## config.mk

```make
export PLATFORM = sky130hd
export DESIGN_NAME = mem_req_arbiter
export DESIGN_NICKNAME = d
export VERILOG_FILES = /design/src/rtl/gpu_mem_pkg.sv /design/src/rtl/rr_arbiter.sv /design/src/rtl/mem_req_arbiter.sv
export SDC_FILE = /design/constraint.sdc
export NUM_CORES = 1
export LEC_CHECK = 0
export ABC_AREA = 0
export ABC_CLOCK_PERIOD_IN_PS = 4500
export BUFFER_PORTS_ARGS = -buffer_cell sky130_fd_sc_hd__buf_2
export CORE_MARGIN = 2
export CORE_UTILIZATION = 49
export CTS_CLUSTER_DIAMETER = 60
export DETAILED_ROUTE_END_ITERATION = 8
export GPL_TIMING_DRIVEN = 1
export PLACE_DENSITY = 0.81
export REMOVE_ABC_BUFFERS = 1
export SLEW_MARGIN = 20
export SYNTH_ARGS = -nofsm -noshare
export SYNTH_HDL_FRONTEND = slang
export SYNTH_SLANG_ARGS = --single-unit
```

## constraint.sdc

```tcl
create_clock -name clk -period 4.5 [get_ports clk]
set_input_delay 0.45 -clock clk [delete_from_list [all_inputs] [get_ports clk]]
set_output_delay 0.45 -clock clk [all_outputs]
set_load 0.02 [all_outputs]
```

## src/rtl/gpu_mem_pkg.sv

```systemverilog
// Shared definitions for the tiny-GPU memory path: arbiter state codes and
// the default address/data widths used by the arbiter and the memory stage.
package gpu_mem_pkg;

   localparam int GPU_ADDR_W = 8;
   localparam int GPU_DATA_W = 8;

   // Arbiter FSM state codes.
   typedef logic [1:0] arb_state_t;
   localparam arb_state_t ST_IDLE  = 2'd0;
   localparam arb_state_t ST_ISSUE = 2'd1;
   localparam arb_state_t ST_WAIT  = 2'd2;
   localparam arb_state_t ST_RESP  = 2'd3;

endpackage

```

## src/rtl/rr_arbiter.sv

```systemverilog
// Combinational round-robin picker: grants the lowest-index requester at or
// after ptr, wrapping modulo N. Returns a one-hot grant and its index.
module rr_arbiter #(
   parameter int N     = 4,
   parameter int IDX_W = $clog2(N)
) (
   input  logic [N-1:0]     req,
   input  logic [IDX_W-1:0] ptr,
   output logic [N-1:0]     grant,
   output logic [IDX_W-1:0] grant_idx
);

   logic [IDX_W-1:0] idx;
   logic             found;

   // Scan the requesters starting at ptr and stop at the first one set.
   always_comb begin
      // NOTE: every output gets a default before the loop; a path that left one
      // unassigned would make synthesis infer a latch.
      grant     = '0;
      grant_idx = '0;
      found     = 1'b0;
      idx       = '0;
      for (int k = 0; k < N; k++) begin
         // NOTE: blocking '=' here so later iterations see 'found' immediately;
         // clocked state elsewhere uses non-blocking '<='.
         idx = IDX_W'((int'(ptr) + k) % N);
         if (!found && req[idx]) begin
            found      = 1'b1;
            grant[idx] = 1'b1;
            grant_idx  = idx;
         end
      end
   end

endmodule

```

## src/rtl/mem_req_arbiter.sv

```systemverilog
// Memory request arbiter: grants one core-side channel at a time round-robin,
// drives the single-port memory stage and returns read data or a write ack to
// the granted channel. One transaction outstanding at a time.
module mem_req_arbiter
   import gpu_mem_pkg::*;
#(
   parameter int NUM_CH = 4,
   parameter int ADDR_W = GPU_ADDR_W,
   parameter int DATA_W = GPU_DATA_W,
   parameter int RD_LAT = 1
) (
   input  logic                     clk,
   input  logic                     rst_n,
   input  logic [NUM_CH-1:0]        req_valid,
   output logic [NUM_CH-1:0]        req_ready,
   input  logic [NUM_CH-1:0]        req_wr,
   input  logic [NUM_CH*ADDR_W-1:0] req_addr,
   input  logic [NUM_CH*DATA_W-1:0] req_wdata,
   output logic [NUM_CH-1:0]        rsp_valid,
   input  logic [NUM_CH-1:0]        rsp_ready,
   output logic [DATA_W-1:0]        rsp_rdata,
   output logic                     mem_en,
   output logic                     mem_wr,
   output logic [ADDR_W-1:0]        mem_addr,
   output logic [DATA_W-1:0]        mem_wdata,
   input  logic [DATA_W-1:0]        mem_rdata
);

   localparam int IDX_W = $clog2(NUM_CH);
   localparam int CNT_W = (RD_LAT > 1) ? $clog2(RD_LAT) : 1;
   localparam logic [CNT_W-1:0] CNT_LOAD = CNT_W'(RD_LAT - 1);
   localparam logic [IDX_W-1:0] LAST_CH  = IDX_W'(NUM_CH - 1);

   arb_state_t       state;
   logic [IDX_W-1:0] rr_ptr;
   logic [IDX_W-1:0] gnt_q;
   logic [CNT_W-1:0] cnt;
   logic [NUM_CH-1:0] grant;
   logic [IDX_W-1:0] grant_idx;

   rr_arbiter #(
      .N     (NUM_CH),
      .IDX_W (IDX_W)
   ) u_rr (
      .req       (req_valid),
      .ptr       (rr_ptr),
      .grant     (grant),
      .grant_idx (grant_idx)
   );

   // Grant is offered only while idle; held low during reset so no channel
   // sees an acceptance the clock cannot act on.
   assign req_ready = (rst_n && state == ST_IDLE) ? grant : '0;

   // Transaction FSM with registered memory-side and response-side outputs.
   always_ff @(posedge clk or negedge rst_n) begin
      if (!rst_n) begin
         state     <= ST_IDLE;
         rr_ptr    <= '0;
         gnt_q     <= '0;
         cnt       <= '0;
         rsp_valid <= '0;
         rsp_rdata <= '0;
         mem_en    <= 1'b0;
         mem_wr    <= 1'b0;
         mem_addr  <= '0;
         mem_wdata <= '0;
      end else begin
         case (state)
            ST_IDLE: begin
               if (|req_ready) begin
                  gnt_q     <= grant_idx;
                  rr_ptr    <= (grant_idx == LAST_CH) ? '0 : grant_idx + 1'b1;
                  mem_en    <= 1'b1;
                  mem_wr    <= req_wr[grant_idx];
                  mem_addr  <= req_addr[grant_idx*ADDR_W +: ADDR_W];
                  mem_wdata <= req_wdata[grant_idx*DATA_W +: DATA_W];
                  state     <= ST_ISSUE;
               end
            end
            ST_ISSUE: begin
               // The strobe lasts exactly this one cycle; mem_wr still holds
               // the latched direction here.
               mem_en <= 1'b0;
               mem_wr <= 1'b0;
               if (mem_wr) begin
                  rsp_rdata <= '0;
                  rsp_valid <= NUM_CH'(1) << gnt_q;
                  state     <= ST_RESP;
               end else begin
                  cnt   <= CNT_LOAD;
                  state <= ST_WAIT;
               end
            end
            ST_WAIT: begin
               if (cnt == '0) begin
                  rsp_rdata <= mem_rdata;
                  rsp_valid <= NUM_CH'(1) << gnt_q;
                  state     <= ST_RESP;
               end else begin
                  cnt <= cnt - 1'b1;
               end
            end
            ST_RESP: begin
               if (rsp_ready[gnt_q]) begin
                  rsp_valid <= '0;
                  state     <= ST_IDLE;
               end
            end
            default: state <= ST_IDLE;
         endcase
      end
   end

endmodule
```

==> impl_metrics.sql, run 1 <==
INSERT INTO impl_metrics (metric_group, metric, value, unit) VALUES
('run_status', 'run_status', 'finished, final reports clean', ''),
('sta', 'finalWorstPathRequiredPeriod', '3.96', 'ns'),
('worst_setup_path', 'slowest_stage_delay_on_critical_path', '0.63', 'ns'),
('synthesis', 'mappedNetlistArea', '2960', 'µm²'),
('sta', 'worst_slew_margin_relative_to_its_limit', '0.447', ''),
('worst_setup_path', 'cp_max_fo', '15', ''),
('detailed_routing', 'detailroute.wirelength.met2', '3520', 'µm'),
('detailed_routing', 'wl_met3', '520', 'µm'),
('cts', 'cts_made_buffers', '5', ''),
('worst_setup_path', 'critical_path.startpoint_type', 'flip-flop', ''),
('floorplanning', 'die_boundary_height', '81.7', 'µm'),
('synthesis', 'combinational_family_with_the_most_area_after_synthesis', 'multiplexers', ''),
('global_route', 'global_route_wire_length_before_repair', '11100', 'µm'),
('place', 'buffer_ports.inserted', '119', ''),
('final_layout', 'layout-area-overhead-vs-synth', '26.4', '%'),
('synthesis', 'synth_compound_area_frac', '0.150', ''),
('cts', 'worst_skew_pair.late_latency', '0.28', 'ns'),
('floorplanning', 'boundaryPins', '120', ''),
('global_route', 'grt-ovfl-total', '0', ''),
('synthesis', 'synth-simple-area-share', '0.101', ''),
('sta', 'rsz0062_at_grt', 'false', ''),
('worst_setup_path', 'critPathSlowestCell', 'sky130_fd_sc_hd__or4b_2', ''),
('run', 'maxCapViolCount', '0', ''),
('detailed_routing', 'initialDrtViolationCount', '144', ''),
('sta', 'final.period_utilization', '0.879', ''),
('detailed_routing', 'avgViaCountPerCell', '5.65', ''),
('synthesis', 'ys_ff_latch', '36', ''),
('final_layout', 'layout-drive-gt1-share', '0.406', ''),
('synthesis', 'syn_avg_cell_area', '10.1', 'µm²'),
('floorplanning', 'die_area', '6680', 'µm²'),
('global_route', 'global_route.usage.total', '0.209', ''),
('worst_setup_path', 'critical_path.cell_chain', 'inv_1 > ha_1 > buf_4 > or4b_2 > o31a_1 > a2111oi_0 > o311ai_1 > nand4_2 > buf_12 > mux2_2', ''),
('detailed_routing', 'drt-met1-wl', '3000', 'µm'),
('cts', 'post-cts-setup-buffers', '0', ''),
('detailed_routing', 'drtPass1Iterations', '4', ''),
('detailed_routing', 'num_vias', '2707', ''),
('final_layout', 'post-route-util', '0.636', ''),
('detailed_routing', 'drc', '0', ''),
('global_route', 'antenna_violations_before_repair', '0', ''),
('pwr', 'power_consumption', '3.01', 'mW'),
('synthesis', 'ys_types', '48', ''),
('cts', 'clk_pin_slew', '0.07', 'ns'),
('synthesis', 'synthesis.instances', '292', ''),
('synthesis', 'synth_fa_ha_area_frac', '0.0465', ''),
('worst_setup_path', 'data_arrival_at_the_endpoint_of_the_critical_path', '4.12', 'ns'),
('detailed_routing', 'route.top_layer_used', 'met4', ''),
('global_route', 'grt_pass1_vias', '2520', ''),
('synthesis', 'synthXorXnorAreaFrac', '0.00296', ''),
('synthesis', 'synth-main-ff-cell', 'sky130_fd_sc_hd__dfrtp_1', ''),
('sta', 'timing_max_transition_violations_final', '0', ''),
('final_layout', 'fin_cells', '479', ''),
('sta', 'setup_viol', '0', ''),
('cts', 'cts_num_sinks', '36', ''),
('final_layout', 'final_net_count', '500', ''),
('pwr', 'power_per_cell_area', '805', 'nW/µm²'),
('floorplanning', 'initial_core_util', '0.503', ''),
('final_layout', 'fill_cells', '504', ''),
('synthesis', 'seq_area_frac_synth', '0.304', ''),
('pwr', 'ir_drop', '0.441', 'mV'),
('cts', 'cts_hold_buf', '0', ''),
('sta', 'final_worst_clock_skew', '0.00299', 'ns'),
('detailed_routing', 'route.antenna.remaining_nets', '0', ''),
('sta', 'final_hold_viol_count', '0', ''),
('floorplanning', 'coreArea', '5890', 'µm²'),
('floorplanning', 'horizontal_die_dimension', '81.7', 'µm'),
('worst_setup_path', 'critical_path.endpoint_type', 'flip-flop', ''),
('synthesis', 'synth-edff-count', '0', ''),
('cts', 'clk_path_buf_depth', '2', ''),
('place', 'hpwlAfterDp', '5470', 'µm'),
('pwr', 'power.leakage', '1.90', 'nW'),
('final_layout', 'antenna_cells_inserted', '0', '');
synthesized netlist by cell type (4+ instances only):
cell	instances	area (µm²)
sky130_fd_sc_hd__a2111oi_0	5	43.8
sky130_fd_sc_hd__a21oi_1	6	30.0
sky130_fd_sc_hd__a22oi_1	9	67.6
sky130_fd_sc_hd__and2_1	6	37.5
sky130_fd_sc_hd__buf_2	10	50.1
sky130_fd_sc_hd__clkbuf_1	6	22.5
sky130_fd_sc_hd__dfrtp_1	36	901
sky130_fd_sc_hd__ha_1	11	138
sky130_fd_sc_hd__inv_1	15	56.3
sky130_fd_sc_hd__mux2_2	8	90.1
sky130_fd_sc_hd__mux2_4	13	195
sky130_fd_sc_hd__mux2i_1	62	621
sky130_fd_sc_hd__mux4_2	4	90.1
sky130_fd_sc_hd__nand2_1	22	82.6
sky130_fd_sc_hd__nand4_1	4	25.0
sky130_fd_sc_hd__nor2_1	10	37.5
sky130_fd_sc_hd__o211ai_1	6	45.0
sky130_fd_sc_hd__o21ai_0	13	65.1
sky130_fd_sc_hd__o311ai_1	4	35.0
cell families after synthesis:
family,Yosys count
AND/OR/NAND/NOR,57
AO/OA/AOI/OAI,63
buffers and inverters,37
adder cells (fa/ha/maj),11
multiplexers,87
XOR/XNOR,1
flip-flops,36
routing by layer:
layer,vias up,GRT usage
met3,7,0.0385
met1,1253,0.258
met5,-,0
met2,131,0.381
li1,1316,-
met4,0,0.0400
critical path, delay by kind of cell, from the launching register on:
| family | cells | cell delay [ns] |
|---|---|---|
| DFF | 1 | 0.62 |
| and+or+nand+nor | 2 | 1.04 |
| AOI/OAI and AO/OA | 3 | 0.92 |
| adders and majority gates | 1 | 0.32 |
| muxes | 1 | 0.34 |
| buffers and inverters | 3 | 0.59 |
stage by stage:
step | setup TNS [ns] | hold slack (ns) | area (µm²)
final | 0 | 0.265 | 3740
after global routing | 0 | 0.330 | 3740
after CTS | 0 | 0.296 | 3740
after detailed placement | 0 | 0.466 | 3610
after global placement | 0 | 0.452 | 3610
after floorplan | -48.26 | 0.154 | 2850
placed cells by master (no fill, tap or decap), types with 2 or more instances in the layout:
cell / count
sky130_fd_sc_hd__a22oi_1: 9
sky130_fd_sc_hd__a211o_1: 2
sky130_fd_sc_hd__clkbuf_8: 7
sky130_fd_sc_hd__mux2_4: 13
sky130_fd_sc_hd__o311ai_1: 4
sky130_fd_sc_hd__buf_4: 5
sky130_fd_sc_hd__o41ai_1: 2
sky130_fd_sc_hd__nand2b_1: 2
sky130_fd_sc_hd__mux2i_1: 62
sky130_fd_sc_hd__nand4b_1: 2
sky130_fd_sc_hd__nand3_1: 3
sky130_fd_sc_hd__a21oi_1: 6
sky130_fd_sc_hd__buf_2: 119
sky130_fd_sc_hd__inv_1: 15
sky130_fd_sc_hd__o21ai_0: 13
sky130_fd_sc_hd__nand2_1: 22
sky130_fd_sc_hd__a221oi_1: 2
sky130_fd_sc_hd__o211ai_1: 6
sky130_fd_sc_hd__a31oi_1: 2
sky130_fd_sc_hd__nor2_1: 10
sky130_fd_sc_hd__o21ai_1: 3
sky130_fd_sc_hd__dfrtp_1: 36
sky130_fd_sc_hd__ha_1: 11
sky130_fd_sc_hd__mux4_2: 4
sky130_fd_sc_hd__nand4_1: 4
sky130_fd_sc_hd__o221ai_1: 2
sky130_fd_sc_hd__a2111oi_0: 5
sky130_fd_sc_hd__mux2_2: 8
sky130_fd_sc_hd__and2_1: 6
cell type report:
cell class / instances / share of cell area
clock buffers: 7 / 0.0258
clock inverters: 1 / 0.00803
inverters: 16 / 0.0161
multi-input cells: 219 / 0.510
flip-flops and latches: 36 / 0.241
well taps: 75 / 0.0251
repair buffers: 125 / 0.175
state kept, by name, indices dropped and copies added, names as in the netlist, 2 cells and up:
register and cells:
rsp_rdata 8, state 2, mem_addr 8, gnt_q 2, mem_wdata 8, rsp_valid 4, rr_ptr 2
worst paths after layout:
check / cells past startpoint / startpoint / end / slack [ns]
min in group clk: 3 / mem_rdata[6] / rsp_rdata[6] / 0.43
worst max register to register: 10 / rr_ptr[1] / mem_wdata[6] / 0.54
max in group asynchronous: 1 / rst_n / rr_ptr[0] / 3.71
worst min-delay path: 1 / rst_n / rsp_rdata[1] / 0.26
worst max-delay path: 10 / rr_ptr[1] / mem_wdata[6] / 0.54
worst min register to register: 2 / rsp_valid[3] / rsp_valid[3] / 0.47
report_power, final:
group,total [mW],switching (mW),internal [mW]
combinational,2.09,1.12,0.962
sequential,0.621,0.132,0.490
clock,0.305,0.109,0.195
(Power assumes the default switching activity.)
==> run 2: changes to the inputs <==
--- a/config.mk
+++ b/config.mk
@@ -6,14 +6,14 @@
 export NUM_CORES = 1
 export LEC_CHECK = 0
 export ABC_AREA = 0
-export ABC_CLOCK_PERIOD_IN_PS = 4500
+export ABC_CLOCK_PERIOD_IN_PS = 4900
 export BUFFER_PORTS_ARGS = -buffer_cell sky130_fd_sc_hd__buf_2
 export CORE_MARGIN = 2
-export CORE_UTILIZATION = 49
+export CORE_UTILIZATION = 50
 export CTS_CLUSTER_DIAMETER = 60
 export DETAILED_ROUTE_END_ITERATION = 8
 export GPL_TIMING_DRIVEN = 1
-export PLACE_DENSITY = 0.81
+export PLACE_DENSITY = 0.79
 export REMOVE_ABC_BUFFERS = 1
 export SLEW_MARGIN = 20
 export SYNTH_ARGS = -nofsm -noshare
==> constraint.sdc (replaced) <==
create_clock -name clk -period 4.9 [get_ports clk]
set_input_delay 0.49 -clock clk [delete_from_list [all_inputs] [get_ports clk]]
set_output_delay 0.49 -clock clk [all_outputs]
set_load 0.02 [all_outputs]
==> impl_metrics.sql, run 2 (synthesis gave the netlist of run 1 again) <==
INSERT INTO impl_metrics (metric_group, metric, value, unit) VALUES
('worst_setup_path', 'critical_path.endpoint', 'state[1]', ''),
('cts', 'post-cts-setup-buffers', '0', ''),
('final_layout', 'mostFrequentLayoutCells', 'sky130_fd_sc_hd__buf_2 (119), sky130_fd_sc_hd__mux2i_1 (62), sky130_fd_sc_hd__dfrtp_1 (36)', ''),
('cts', 'root_buffer', 'sky130_fd_sc_hd__clkbuf_8', ''),
('final_layout', 'antenna_cells_inserted', '0', ''),
('global_route', 'grt_pass1_vias', '2340', ''),
('sta', 'finalWorstPathRequiredPeriod', '4.18', 'ns'),
('final_layout', 'post-route-util', '0.635', ''),
('cts', 'h-tree-depth', '2', ''),
('worst_setup_path', 'critical_path.startpoint_type', 'flip-flop', ''),
('sta', 'final_worst_clock_skew', '0.0103', 'ns'),
('cts', 'worst_skew_pair.late_latency', '0.29', 'ns'),
('cts', 'cts_made_buffers', '5', ''),
('floorplanning', 'boundaryPins', '120', ''),
('sta', 'setup_slack', '0.716', 'ns'),
('cts', 'cts_hold_buf', '0', ''),
('floorplanning', 'placement_rows', '28', ''),
('detailed_routing', 'drtPass1Iterations', '5', ''),
('sta', 'fmax', '0.239', 'GHz'),
('final_layout', 'fill_cells', '496', ''),
('global_route', 'grt_start_max_net_pins', '41', ''),
('global_route', 'global_route_wire_length_before_repair', '10800', 'µm'),
('final_layout', 'largest_registers', 'mem_addr (8), mem_wdata (8), rsp_rdata (8)', ''),
('worst_setup_path', 'cp-startpoint', 'rr_ptr[1]', ''),
('final_layout', 'layout-drive-gt1-share', '0.401', ''),
('place', 'hpwlAfterDp', '5210', 'µm'),
('floorplanning', 'initial_core_util', '0.509', ''),
('global_route', 'antenna_violations_before_repair', '0', ''),
('floorplanning', 'horizontal_die_dimension', '80.9', 'µm'),
('global_route', 'global_route.usage.total', '0.207', ''),
('place', 'place_ws', '0.662', 'ns'),
('detailed_routing', 'route.antenna.remaining_nets', '0', ''),
('final_layout', 'multi_input_comb_area', '1910', 'µm²'),
('worst_setup_path', 'critical_path.reg2reg.startpoint', 'rr_ptr[1]', ''),
('worst_setup_path', 'worst_r2r_path_depth', '9', ''),
('detailed_routing', 'avgViaCountPerCell', '5.66', ''),
('sta', 'timing_worst_slew_pin_value', '0.944', 'ns'),
('detailed_routing', 'num_vias', '2695', ''),
('place', 'finalWeightedCongestion', '0.888', ''),
('floorplanning', 'coreArea', '5820', 'µm²'),
('worst_setup_path', 'worstReg2RegEnd', 'state[1]', ''),
('detailed_routing', 'drc', '0', ''),
('sta', 'setup_viol', '0', ''),
('pwr', 'power_consumption', '2.70', 'mW'),
('pwr', 'power_per_cell_area', '731', 'nW/µm²'),
('place', 'buffer_ports.inserted', '119', ''),
('worst_setup_path', 'timing.setup.critical_path_class', 'flip-flop to flip-flop', ''),
('detailed_routing', 'initialDrtViolationCount', '184', ''),
('pwr', 'power.leakage', '1.87', 'nW'),
('sta', 'worst_slew_margin_relative_to_its_limit', '0.369', ''),
('cts', 'post_cts.resized_instances', '0', ''),
('worst_setup_path', 'data_arrival_at_the_endpoint_of_the_critical_path', '4.37', 'ns'),
('run_status', 'run_status', 'finished, final reports clean', ''),
('cts', 'cts_tree', 'built', ''),
('sta', 'final.period_utilization', '0.854', ''),
('sta', 'timing_max_transition_violations_final', '0', ''),
('detailed_routing', 'post_drt_wl_per_cell', '14.2', 'µm'),
('global_route', 'grt-ovfl-total', '0', ''),
('min_path', 'min-delay-path-class', 'input pin to asynchronous set/reset pin', ''),
('worst_setup_path', 'critical_path.endpoint_type', 'flip-flop', ''),
('run', 'maxCapViolCount', '0', ''),
('floorplanning', 'die_boundary_height', '80.9', 'µm'),
('final_layout', 'final_net_count', '497', ''),
('floorplanning', 'die_area', '6550', 'µm²'),
('cts', 'clk_path_buf_depth', '2', ''),
('worst_setup_path', 'cp_max_fo', '27', ''),
('final_layout', 'layout_commonest_cell', 'sky130_fd_sc_hd__buf_2', ''),
('sta', 'rsz0062_at_grt', 'false', ''),
('detailed_routing', 'totalWireLength', '6780', 'µm'),
('cts', 'clk_pin_slew', '0.08', 'ns'),
('final_layout', 'layout-area-overhead-vs-synth', '24.7', '%'),
('pwr', 'ir_drop', '0.420', 'mV'),
('sta', 'final_hold_viol_count', '0', ''),
('worst_setup_path', 'crit_required', '5.08', 'ns'),
('sta', 'final.hold.worst_slack', '0.304', 'ns'),
('worst_setup_path', 'setup.reg_to_reg.worst_slack', '0.72', 'ns'),
('final_layout', 'seqCellArea', '901', 'µm²'),
('cts', 'cts_num_sinks', '36', '');
## run 2: cell types whose count changed in the layout (fill, tap and decap cells not counted), sizes merged
cell,previous run,this run
buf,125,122
clkbuf,7,5
clkinv,1,2
clkinvlp,0,1
## run 2: area by class of cell
type / count / area share
Clock buffer: 5 / 0.0186
Clock inverter: 3 / 0.0115
Inverter: 16 / 0.0163
Multi-Input combinational cell: 219 / 0.517
Sequential cell: 36 / 0.244
Tap cell: 75 / 0.0254
Timing Repair Buffer: 122 / 0.167
## run 2: metal layers
layer	vias up	share of wire	GRT usage	wire length, µm
met3	13	0.081	0.0567	552
met5	-	0	0	0
met1	1256	0.42	0.265	2860
met2	114	0.48	0.340	3280
met4	0	0.013	0.0661	91
li1	1312	-	-	-
## run 2: worst min path at each step
stage,slack [ns],end,cells past startpoint,startpoint
after global placement,0.46,rsp_valid[3],2,rsp_valid[3]
final,0.30,rsp_rdata[2],1,rst_n
after floorplan,0.19,gnt_q[0],0,rst_n
after global routing,0.38,rsp_valid[1],1,rst_n
after CTS,0.33,rsp_rdata[6],1,rst_n
after detailed placement,0.46,rsp_valid[3],2,rsp_valid[3]
## run 2: metrics by stage
step                      setup TNS [ns]  area, µm²  cells
after floorplan                   -40.57       2850    271
after global placement                 0       3580    468
after detailed placement               0       3580    468
after CTS                              0       3690    476
after global routing                   0       3690    476
final                                  0       3690    476
## run 2: power by group
group / total (mW) / internal [mW] / switching, mW
combinational: 1.87 / 0.861 / 1.01
clock: 0.259 / 0.151 / 0.108
sequential: 0.568 / 0.449 / 0.119
## run 2: worst max-delay path, stage by stage (launching register included)
cell and delay (ns):
sky130_fd_sc_hd__dfrtp_1 0.61, sky130_fd_sc_hd__inv_1 0.17, sky130_fd_sc_hd__ha_1 0.59, sky130_fd_sc_hd__nor2_1 0.13, sky130_fd_sc_hd__a31oi_1 0.36, sky130_fd_sc_hd__a2111oi_0 0.19
sky130_fd_sc_hd__o311ai_1 0.37, sky130_fd_sc_hd__nand4_2 0.81, sky130_fd_sc_hd__o21ai_1 0.47, sky130_fd_sc_hd__mux2_2 0.37
==> run 3: changes to the inputs <==
--- a/config.mk
+++ b/config.mk
@@ -14,6 +14,7 @@
 export DETAILED_ROUTE_END_ITERATION = 8
 export GPL_TIMING_DRIVEN = 1
 export PLACE_DENSITY = 0.79
+export RECOVER_POWER = 100
 export REMOVE_ABC_BUFFERS = 1
 export SLEW_MARGIN = 20
 export SYNTH_ARGS = -nofsm -noshare
==> impl_metrics.sql, run 3 (synthesis gave the netlist of run 1 again) <==
INSERT INTO impl_metrics (metric_group, metric, value, unit) VALUES
('detailed_routing', 'post_drt_wl_per_cell', '14.3', 'µm'),
('cts', 'root_buffer', 'sky130_fd_sc_hd__clkbuf_8', ''),
('worst_setup_path', 'critical_path.endpoint_type', 'flip-flop', ''),
('cts', 'cts_made_buffers', '5', ''),
('worst_setup_path', 'critical_path.startpoint_type', 'flip-flop', ''),
('worst_setup_path', 'data_arrival_at_the_endpoint_of_the_critical_path', '4.43', 'ns'),
('pwr', 'power.leakage', '1.73', 'nW'),
('worst_setup_path', 'crit_required', '5.08', 'ns'),
('sta', 'final.period_utilization', '0.868', ''),
('detailed_routing', 'initialDrtViolationCount', '181', ''),
('cts', 'cts_num_sinks', '36', ''),
('sta', 'timing_worst_slew_pin_value', '2.05', 'ns'),
('run', 'maxCapViolCount', '1', ''),
('cts', 'cts_hold_buf', '0', ''),
('worst_setup_path', 'critPathSlowestCell', 'sky130_fd_sc_hd__nand4_2', ''),
('detailed_routing', 'totalWireLength', '6790', 'µm'),
('sta', 'final_hold_viol_count', '0', ''),
('sta', 'worst_slew_margin_relative_to_its_limit', '-0.365', ''),
('sta', 'fmax', '0.235', 'GHz'),
('floorplanning', 'placement_rows', '28', ''),
('final_layout', 'fill_cells', '529', ''),
('final_layout', 'largest_registers', 'mem_addr (8), mem_wdata (8), rsp_rdata (8)', ''),
('final_layout', 'final_net_count', '497', ''),
('final_layout', 'mostFrequentLayoutCells', 'sky130_fd_sc_hd__buf_2 (88), sky130_fd_sc_hd__mux2i_1 (62), sky130_fd_sc_hd__dfrtp_1 (36)', ''),
('global_route', 'grt-ovfl-total', '0', ''),
('cts', 'post-cts-setup-buffers', '0', ''),
('floorplanning', 'horizontal_die_dimension', '80.9', 'µm'),
('pwr', 'power_per_cell_area', '711', 'nW/µm²'),
('global_route', 'antenna_violations_before_repair', '0', ''),
('global_route', 'grt_start_max_net_pins', '41', ''),
('floorplanning', 'boundaryPins', '120', ''),
('sta', 'final_worst_clock_skew', '0.00737', 'ns'),
('global_route', 'grt_pass1_vias', '2340', ''),
('floorplanning', 'initial_core_util', '0.509', ''),
('floorplanning', 'die_area', '6550', 'µm²'),
('sta', 'rsz0062_at_grt', 'false', ''),
('final_layout', 'layout_commonest_cell', 'sky130_fd_sc_hd__buf_2', ''),
('min_path', 'min-delay-path-class', 'input pin to flip-flop', ''),
('global_route', 'global_route.usage.total', '0.207', ''),
('pwr', 'ir_drop', '0.415', 'mV'),
('cts', 'worst_skew_pair.late_latency', '0.29', 'ns'),
('detailed_routing', 'drc', '0', ''),
('run_status', 'run_status', 'complete, but fails checks', ''),
('cts', 'clk_pin_slew', '0.08', 'ns'),
('floorplanning', 'coreArea', '5820', 'µm²'),
('cts', 'cts_tree', 'built', ''),
('place', 'finalWeightedCongestion', '0.888', ''),
('cts', 'post_cts.resized_instances', '0', ''),
('run_status', 'failing_checks', 'capacitance limit, slew limit', ''),
('sta', 'final.hold.worst_slack', '0.453', 'ns'),
('sta', 'finalWorstPathRequiredPeriod', '4.25', 'ns'),
('floorplanning', 'die_boundary_height', '80.9', 'µm'),
('place', 'buffer_ports.inserted', '119', ''),
('detailed_routing', 'num_vias', '2696', ''),
('cts', 'h-tree-depth', '2', ''),
('pwr', 'power_consumption', '2.57', 'mW'),
('place', 'hpwlAfterDp', '5210', 'µm'),
('detailed_routing', 'route.antenna.remaining_nets', '0', ''),
('global_route', 'global_route_wire_length_before_repair', '10800', 'µm'),
('worst_setup_path', 'cp_max_fo', '27', ''),
('final_layout', 'antenna_cells_inserted', '0', ''),
('detailed_routing', 'avgViaCountPerCell', '5.66', ''),
('final_layout', 'layout-area-overhead-vs-synth', '21.9', '%'),
('detailed_routing', 'drtPass1Iterations', '4', ''),
('worst_setup_path', 'slowest_stage_delay_on_critical_path', '0.72', 'ns'),
('final_layout', 'layout-drive-gt1-share', '0.294', ''),
('sta', 'timing_max_transition_violations_final', '41', ''),
('worst_setup_path', 'critical_path.cell_chain', 'inv_1 > ha_1 > nor2_1 > a31oi_1 > a2111oi_0 > o311ai_0 > nand4_2 > o21ai_0 > mux2_2', ''),
('worst_setup_path', 'timing.setup.critical_path_class', 'flip-flop to flip-flop', ''),
('worst_setup_path', 'crit_buf_inv', '1', ''),
('sta', 'setup_viol', '0', ''),
('cts', 'clk_path_buf_depth', '2', ''),
('worst_setup_path', 'cpLargestDelayFamily', 'compound AO/OA/AOI/OAI gates', '');
[run 3: cell count changes in the layout (fill, tap and decap cells not counted)]
| cell | before | now |
|---|---|---|
| sky130_fd_sc_hd__buf_2 | 119 | 88 |
| sky130_fd_sc_hd__o21ai_0 | 13 | 16 |
| sky130_fd_sc_hd__mux2_1 | 0 | 12 |
| sky130_fd_sc_hd__mux2_4 | 13 | 1 |
| sky130_fd_sc_hd__clkbuf_1 | 0 | 31 |
| sky130_fd_sc_hd__o311ai_1 | 4 | 3 |
| sky130_fd_sc_hd__o21ai_1 | 3 | 0 |
| sky130_fd_sc_hd__o311ai_0 | 0 | 1 |
[run 3: where the power goes]
part / switching [mW] / internal (mW) / total (mW)
Combinational: 0.995 / 0.746 / 1.74
Sequential: 0.119 / 0.449 / 0.568
Clock: 0.107 / 0.150 / 0.258
[run 3: layout make-up]
cell class	count	area, µm²	area share
clock buffer	5	68.8	0.0191
clock inverter	3	42.5	0.0118
inverter	16	60.1	0.0166
multi-input combinational	219	1860	0.516
sequential	36	901	0.250
tap	75	93.8	0.0260
timing repair buffer	122	579	0.161
[run 3: per-stage QoR]
stage                     instance area (µm²)  instances  worst slack [ns]  TNS (ns)   util
final                                    3610        476             0.647         0  0.620
after CTS                                3690        476             0.673         0  0.635
after global placement                   3580        468             0.831         0  0.616
after detailed placement                 3580        468             0.662         0  0.616
after floorplan                          2850        271             -2.20    -40.57      -
after global routing                     3610        476             0.163         0  0.620
[run 3: path summary, 6_finish.rpt]
kind / to / startpoint / slack, ns / cells past startpoint
max: state[1] / rr_ptr[1] / 0.65 / 9
min: rsp_rdata[7] / mem_rdata[7] / 0.45 / 3
max reg2reg: state[1] / rr_ptr[1] / 0.65 / 9
min reg2reg: rsp_valid[3] / rsp_valid[3] / 0.47 / 2
max in group asynchronous: rr_ptr[1] / rst_n / 2.94 / 1
min in group asynchronous: rsp_rdata[2] / rst_n / 0.78 / 1
[run 3: layer usage]
| metal | wire length, µm | GRT usage | up-vias |
|---|---|---|---|
| met5 | 0 | 0 | - |
| met4 | 92 | 0.0661 | 0 |
| met3 | 555 | 0.0567 | 11 |
| met2 | 3290 | 0.340 | 121 |
| met1 | 2850 | 0.265 | 1249 |
| li1 | - | - | 1315 |
[run 3: worst min-delay path: stages]
cell and delay [ns]:
sky130_fd_sc_hd__buf_2 0.09, sky130_fd_sc_hd__a22oi_1 0.06, sky130_fd_sc_hd__o21ai_0 0.07
